`src/rtl/search_candidate_filter.sv`:
```
// Candidate filter: 3-stage hash pipeline, masked compare against a runtime target,
// first-word-fall-through match FIFO, saturating match counter and completion flag.
module search_candidate_filter #(
  parameter int                   SEQ_WIDTH   = 8,
  parameter logic [SEQ_WIDTH-1:0] HASH_KEY    = 8'h5A,
  parameter int                   FIFO_DEPTH  = 4,
  parameter int                   COUNT_WIDTH = 16
) (
  input  logic                   clk,
  input  logic                   rst,
  input  logic [SEQ_WIDTH-1:0]   i_seq,
  input  logic                   i_valid,
  input  logic                   i_done,
  input  logic [SEQ_WIDTH-1:0]   i_target,
  input  logic [SEQ_WIDTH-1:0]   i_mask,
  output logic [SEQ_WIDTH-1:0]   o_match_seq,
  output logic                   o_match_valid,
  input  logic                   i_match_ready,
  output logic [COUNT_WIDTH-1:0] o_match_count,
  output logic                   o_overflow,
  output logic                   o_busy,
  output logic                   o_done
);

  localparam int AW = (FIFO_DEPTH > 1) ? $clog2(FIFO_DEPTH) : 1;
  localparam logic [AW:0] FULL_OCC = FIFO_DEPTH[AW:0];

  typedef logic [SEQ_WIDTH-1:0]   word_t;
  typedef logic [COUNT_WIDTH-1:0] count_t;

  function automatic word_t mix_s1(input word_t x);
    return x ^ {x[SEQ_WIDTH-2:0], x[SEQ_WIDTH-1]};
  endfunction

  function automatic word_t mix_s2(input word_t x);
    return x + HASH_KEY;
  endfunction

  function automatic word_t mix_s3(input word_t x);
    return x ^ (x >> 2);
  endfunction

  function automatic count_t sat_inc(input count_t c);
    return (&c) ? c : c + 1'b1;
  endfunction

  logic  vld_p0, vld_p1, vld_p2;
  word_t hash_p0, hash_p1, hash_p2;
  word_t seq_p0, seq_p1, seq_p2;

  logic          done_seen;
  logic [AW:0]   occ;
  logic [AW-1:0] wr_ptr, rd_ptr;
  word_t         mem [FIFO_DEPTH];

  logic match, full, push, pop, drop;

  // Stage valids: control, reset flushes anything in flight
  always_ff @(posedge clk) begin
    if (rst) begin
      vld_p0 <= 1'b0;
      vld_p1 <= 1'b0;
      vld_p2 <= 1'b0;
    end else begin
      vld_p0 <= i_valid;
      vld_p1 <= vld_p0;
      vld_p2 <= vld_p1;
    end
  end

  // Stage p0: rotate-xor, p1: add key, p2: shift-xor; candidate rides alongside
  always_ff @(posedge clk) begin
    hash_p0 <= mix_s1(i_seq);
    seq_p0  <= i_seq;
    hash_p1 <= mix_s2(hash_p0);
    seq_p1  <= seq_p0;
    hash_p2 <= mix_s3(hash_p1);
    seq_p2  <= seq_p1;
  end

  // Match decision and FIFO handshakes off stage p2
  always_comb begin
    match = vld_p2 & ((hash_p2 & i_mask) == (i_target & i_mask));
    full  = (occ == FULL_OCC);
    pop   = (occ != '0) & i_match_ready;
    push  = match & (~full | pop);
    drop  = match & full & ~pop;
  end

  always_ff @(posedge clk) begin
    if (rst) begin
      occ           <= '0;
      wr_ptr        <= '0;
      rd_ptr        <= '0;
      o_match_count <= '0;
      o_overflow    <= 1'b0;
      done_seen     <= 1'b0;
      o_done        <= 1'b0;
    end else begin
      if (push) wr_ptr <= wr_ptr + 1'b1;
      if (pop)  rd_ptr <= rd_ptr + 1'b1;
      case ({push, pop})
        2'b10:   occ <= occ + 1'b1;
        2'b01:   occ <= occ - 1'b1;
        default: occ <= occ;
      endcase
      if (match) o_match_count <= sat_inc(o_match_count);
      if (drop)  o_overflow    <= 1'b1;
      if (i_done) done_seen <= 1'b1;
      // Pipeline is empty after this edge when nothing enters and p0/p1 drain out
      if (done_seen & ~i_valid & ~vld_p0 & ~vld_p1) o_done <= 1'b1;
    end
  end

  always_ff @(posedge clk) begin
    if (push) mem[wr_ptr] <= seq_p2;
  end

  assign o_match_seq   = mem[rd_ptr];
  assign o_match_valid = (occ != '0);
  assign o_busy        = vld_p0 | vld_p1 | vld_p2;

endmodule

```
`config.mk`:
```
export PLATFORM = sky130hd
export DESIGN_NAME = search_candidate_filter
export DESIGN_NICKNAME = d
export VERILOG_FILES = /design/src/rtl/search_candidate_filter.sv
export SDC_FILE = /design/constraint.sdc
export NUM_CORES = 1
export LEC_CHECK = 0
export ABC_AREA = 0
export CORE_MARGIN = 2
export CORE_UTILIZATION = 44
export CTS_BUF_LIST = sky130_fd_sc_hd__clkbuf_16
export CTS_CLUSTER_SIZE = 25
export DETAILED_ROUTE_END_ITERATION = 12
export GPL_ROUTABILITY_DRIVEN = 0
export PLACE_DENSITY = 0.79
export SLEW_MARGIN = 10
export SYNTH_ARGS = -nofsm -noshare
export SYNTH_HDL_FRONTEND = slang
export SYNTH_SLANG_ARGS = --single-unit
```
`constraint.sdc`:
```
create_clock -name clk -period 3.2 [get_ports clk]
set_clock_uncertainty 0.1 [all_clocks]
set_input_delay 0.64 -clock clk [delete_from_list [all_inputs] [get_ports clk]]
set_output_delay 0.64 -clock clk [all_outputs]
set_load 0.01 [all_outputs]
```
# Yosys cells after proc, flatten, opt, wreduce, memory -nomap -nowiden
# Memories as Yosys holds them, arrays and structs flattened. A register that Yosys moved wholly into a read port is not among the register bits.
# Index checks and enable logic that the tools add are counted.
dict set report word_totals {
  reg_bits 77
  ram_bits 32
  in_bits 29
  output_inout_bits 28
  word_cells 57
  memories 1
}
# name depth width rd rd_ports_with_merged_regs wr line
set mem_list {}
lappend mem_list {mem 4 8 1 1 1 54} ;# word_t mem [FIFO_DEPTH];
dict set report classes {
  add_sub_neg 6
  n_eq_ne 4
  mux 5
  bitwise 21
  reduce_logical 4
}
# operator n
set ops {}
lappend ops {{16-bit by 1-bit adder with 16-bit output (second input constant)} 1}
lappend ops {{8-bit AND} 2}
lappend ops {{16-bit AND reduction} 1}
lappend ops {{8-bit by 7-bit adder with 8-bit output (second input constant)} 1}
lappend ops {{1-bit AND} 8}
lappend ops {{8-bit equality test} 1}
lappend ops {{8-bit by 6-bit bitwise XOR with 8-bit output} 1}
lappend ops {{8-bit bitwise XOR} 1}
lappend ops {{1-bit NOT} 6}
lappend ops {{3-bit case mux with 2 select lines} 1}
lappend ops {{2-bit by 1-bit adder with 2-bit output (second input constant)} 2}
lappend ops {{2-bit two-way mux} 2}
lappend ops {{3-bit by 1-bit adder with 3-bit output (second input constant)} 1}
lappend ops {{3-bit equality test (second input constant)} 1}
lappend ops {{1-bit OR} 3}
lappend ops {{3-bit nonzero test} 1}
lappend ops {{3-bit by 1-bit subtractor with 3-bit output (second input constant)} 1}
lappend ops {{2-bit by 1-bit equality test with 1-bit output (second input constant)} 1}
lappend ops {{2-bit equality test (second input constant)} 1}
lappend ops {{1-bit two-way mux} 2}
lappend ops {{2-bit AND reduction} 1}
lappend ops {{2-bit nonzero test} 1}

# Longest topological paths before layout
dict set report logic_depth {
  word_depth 6
  mapped_depth 9
  ltp_nobuf 8
}

# Least setup slack after synthesis
# No wires, ideal clock.
dict set report synth_path {
  path_type {input port to flip-flop}
  from {in i_target[5]}
  to {reg occ[2]}
  setup_ns 0.121
  arrival_ns 2.466
  required_time_ns 2.979
  slack_ns 0.513
  cell_stages 9
  n_path_buf 1
  cell_sequence {xor2_1 a222oi_1 nand4_1 buf_6 nor2b_1 fa_1 nor3b_1 a31oi_1 mux2_2}
}
dict set report synth_between {
  elab_chain_cells 6
  word_cells_on_any_way 8
}
# item line
set synth_rtl {}
lappend synth_rtl {{start, declared} 14} ;# input logic [SEQ_WIDTH-1:0] i_target,
lappend synth_rtl {{8-bit AND (*)} 83} ;# match = vld_p2 & ((hash_p2 & i_mask) == (i_target & i_mask));
lappend synth_rtl {{8-bit equality test (*)} 83}
lappend synth_rtl {{1-bit AND (*)} 83}
lappend synth_rtl {{1-bit AND (*)} 86} ;# push = match & (~full | pop);
lappend synth_rtl {{2-bit by 1-bit equality test with 1-bit output or 2-bit equality test (tied branches)} 102} ;# case ({push, pop})
lappend synth_rtl {{3-bit case mux with 2 select lines or 2-bit nonzero test (tied branches)} -}
lappend synth_rtl {{end signal, assigned} 103} ;# 2'b10: occ <= occ + 1'b1;
lappend synth_rtl {{end signal, assigned} 104} ;# 2'b01: occ <= occ - 1'b1;
lappend synth_rtl {{end, declared} 52} ;# logic [AW:0] occ;
# Mark *: on every way between the ends. The rest lies on a longest branch, timed or not.
# A chain may end at the register's enable or synchronous reset.

==> impl_metrics.toml <==
[outcome]
outcome = "complete, no violations"

[finish]
diodes = 0
fin_util = 0.570
layout-drive-gt1-share = 0.118
syn2layout_area_growth_pct = 26.2
nNetsFinal = 387
postLayoutCellArea_sq_um = 4920

[setup_path]
cp_slowest_cell = "dfxtp_1"
required_ps = 2460
cpPeakStageDelay_ps = 650
crit_type = "flip-flop to output port"
cp-start-kind = "flip-flop"
endpoint_kind = "output port"
path_cells = "mux4_2, clkdlybuf4s50_1"
crit_fanout = 8
crit_arrival_ps = 2090

[timing]
min_period_ps = 2830
fmax_mhz = 353
whs_ps = 227
finalMaxSlewViolations = 0
finalSetupViolCount = 0
hold_viol = 0
rsz0062_at_grt = "false"
worstMarginPinSlew_ps = 722
slew_headroom = 0.517
fin_tns_setup_ps = 0
fin_crit_sh = 0.884

[cts]
cts.repair.resized = 0
ctsHtreeMaxLevel = 3
clock-sinks = 111
clkSlewWorstSetupHoldPaths_ps = 70
cts_root_buffer = "clkbuf_16"
clk_path_buf_depth = 2
post_cts_buffers = 0
cts_buffers = 9
cts_tree = "done"
clk_latency_ps = 340
hold_buffers = 0

[grt]
gr-total-overflow = 0
grtUsageTotal = 0.140
antenna_found_initial = 0
grt_max_degree = 21
grt_pass1_wl_mm = 10.6
grt_pass1_vias = 2286

[power_and_ir_drop]
power.leakage_uw = 0.00178
sw_frac_of_total = 0.233
peakVddDrop_v = 0.000369
intPower_uw = 2450
power_uw = 3190
power_frac_seq = 0.516
switchingPower_uw = 741
p_comb_frac = 0.113
p_per_area_nw_per_um2 = 648
clock_power_share = 0.372

[route]
via_per_inst = 4.89
drt-wirelength-per-cell_microns = 13.8
drc = 0
finalWirelength_mm = 6.40
via_count = 2268
drt_pass1_iterations = 4
ant_nets = 0
drtIter0Drc = 101

[die]
rows = 34
coreArea_sq_um = 8640
die_h_microns = 98.1
io_pins = 57
fp.dieArea_sq_um = 9630
die_w_microns = 98.1
initial_utilization = 0.451

[logic_synthesis]
synth_top_cell_by_area = "dfxtp_1"
ys_types = 42
synthSimpleGateAreaFrac = 0.130
synth_compound_area_frac = 0.0186
synth.most_common_cell = "dfxtp_1"
netlist.area_leader.share = 0.406
netlist_top_cells_count = "79 x dfxtp_1, 32 x edfxtp_1, 30 x nor2_1"
synth_fa_ha_area_frac = 0.0244
synth_edf_count = 32
synth_seq_area_share = 0.652
synth_top_family_by_area = "simple AND/OR/NAND/NOR gates"
yosysWarnings = 0
synth_area_sq_um = 3900
syn_area_per_cell_sq_um = 13.6
async_flop_share = 0
synth_seq_cells = 111
synth_xor_area_frac = 0.0988
synth_flop_cell = "dfxtp_1"
syn_inst = 287
synthTopCellsByArea = "dfxtp_1 41%, edfxtp_1 25%, xor2_1 6.1%"
muxShareOfSynthArea = 0.0571
syn-num-nets = 323

[hold_path]
min_path_type = "flip-flop to flip-flop"

[job]
drv_cap = 0

[placed_design]
place_area_sq_um = 4590
numPortBuffers = 56
dp_hpwl_mm = 4.61
## layout by cell type (no fill, tap or decap), types with 6 or more instances in the layout
cell type / netlist / routed
nor2b_1: 6 / 6
nor2_1: 30 / 30
dfxtp_1: 79 / 79
nand3_1: 10 / 10
clkdlybuf4s50_1: 0 / 56
xnor2_1: 17 / 17
mux4_2: 8 / 8
clkbuf_16: 0 / 10
ha_1: 6 / 6
buf_4: 0 / 6
xor2_1: 27 / 27
edfxtp_1: 32 / 32
inv_1: 6 / 6
## power groups by stage
stage | Combinational, uW | Clock (uW) | Sequential, uW
after floorplan | 243 | 0 | 1630
after global placement | 350 | 0 | 1680
after detailed placement | 361 | 0 | 1680
after CTS | 363 | 1210 | 1650
after global routing | 391 | 1260 | 1660
final | 359 | 1190 | 1640
## stage by stage
| stage | std cells | worst slack [ps] |
|---|---|---|
| after global routing | 464 | 238 |
| after detailed placement | 448 | 101 |
| after global placement | 448 | 146 |
| after CTS | 464 | 294 |
| after floorplan | 287 | 513 |
| final | 464 | 370 |
## registers in the layout, summed over array words and instances (netlist names), 2 cells and up, named ones only
register	count
seq_p2	8
wr_ptr	2
hash_p2	8
occ	3
rd_ptr	2
hash_p1	8
hash_p0	8
seq_p0	8
o_match_count	16
mem	32
seq_p1	8
## worst max-delay path: cells and delay by family (launching register included)
| family | cells | cell delay (ps) |
|---|---|---|
| flops | 1 | 650 |
| mux | 1 | 590 |
| buf+inv | 1 | 500 |
## final timing paths
check,to,depth (start not counted),start,slack [ps]
worst min register to register,seq_p1[6]$_DFF_P_,0,seq_p0[6]$_DFF_P_,230
worst max register to register,occ[2]$_SDFFE_PP0P_,8,hash_p2[5]$_DFF_P_,810
worst min-delay path,seq_p1[6]$_DFF_P_,0,seq_p0[6]$_DFF_P_,230
worst max-delay path,o_match_seq[1],2,flip-flop,370
## routing by layer
layer	vias to the layer above	part of all wire	global-route usage	routed length, microns
met5	-	0	0	0
met4	0	0.019	0.0738	119
met3	8	0.035	0.0251	225
met2	49	0.50	0.238	3200
met1	1086	0.45	0.170	2850
li1	1125	-	-	-
## kinds of logic after synthesis
| logic type | count (synthesis) |
|---|---|
| xor gates and xnor gates | 44 |
| muxes | 12 |
| adders and majority gates | 7 |
| AOI/OAI and AO/OA | 11 |
| DFF | 111 |
| and+or+nand+nor | 87 |
| buffers and inverters | 15 |
## final cells by class
type / count / area (sq um)
multi-input cells: 161 / 1280
clock inverters: 6 / 81.3
inverters: 6 / 22.5
well taps: 108 / 135
flip-flops and latches: 111 / 2540
clock buffers: 10 / 250
repair buffers: 62 / 606
fillers: 697 / 3720
Power figures use the tool's default switching activity.
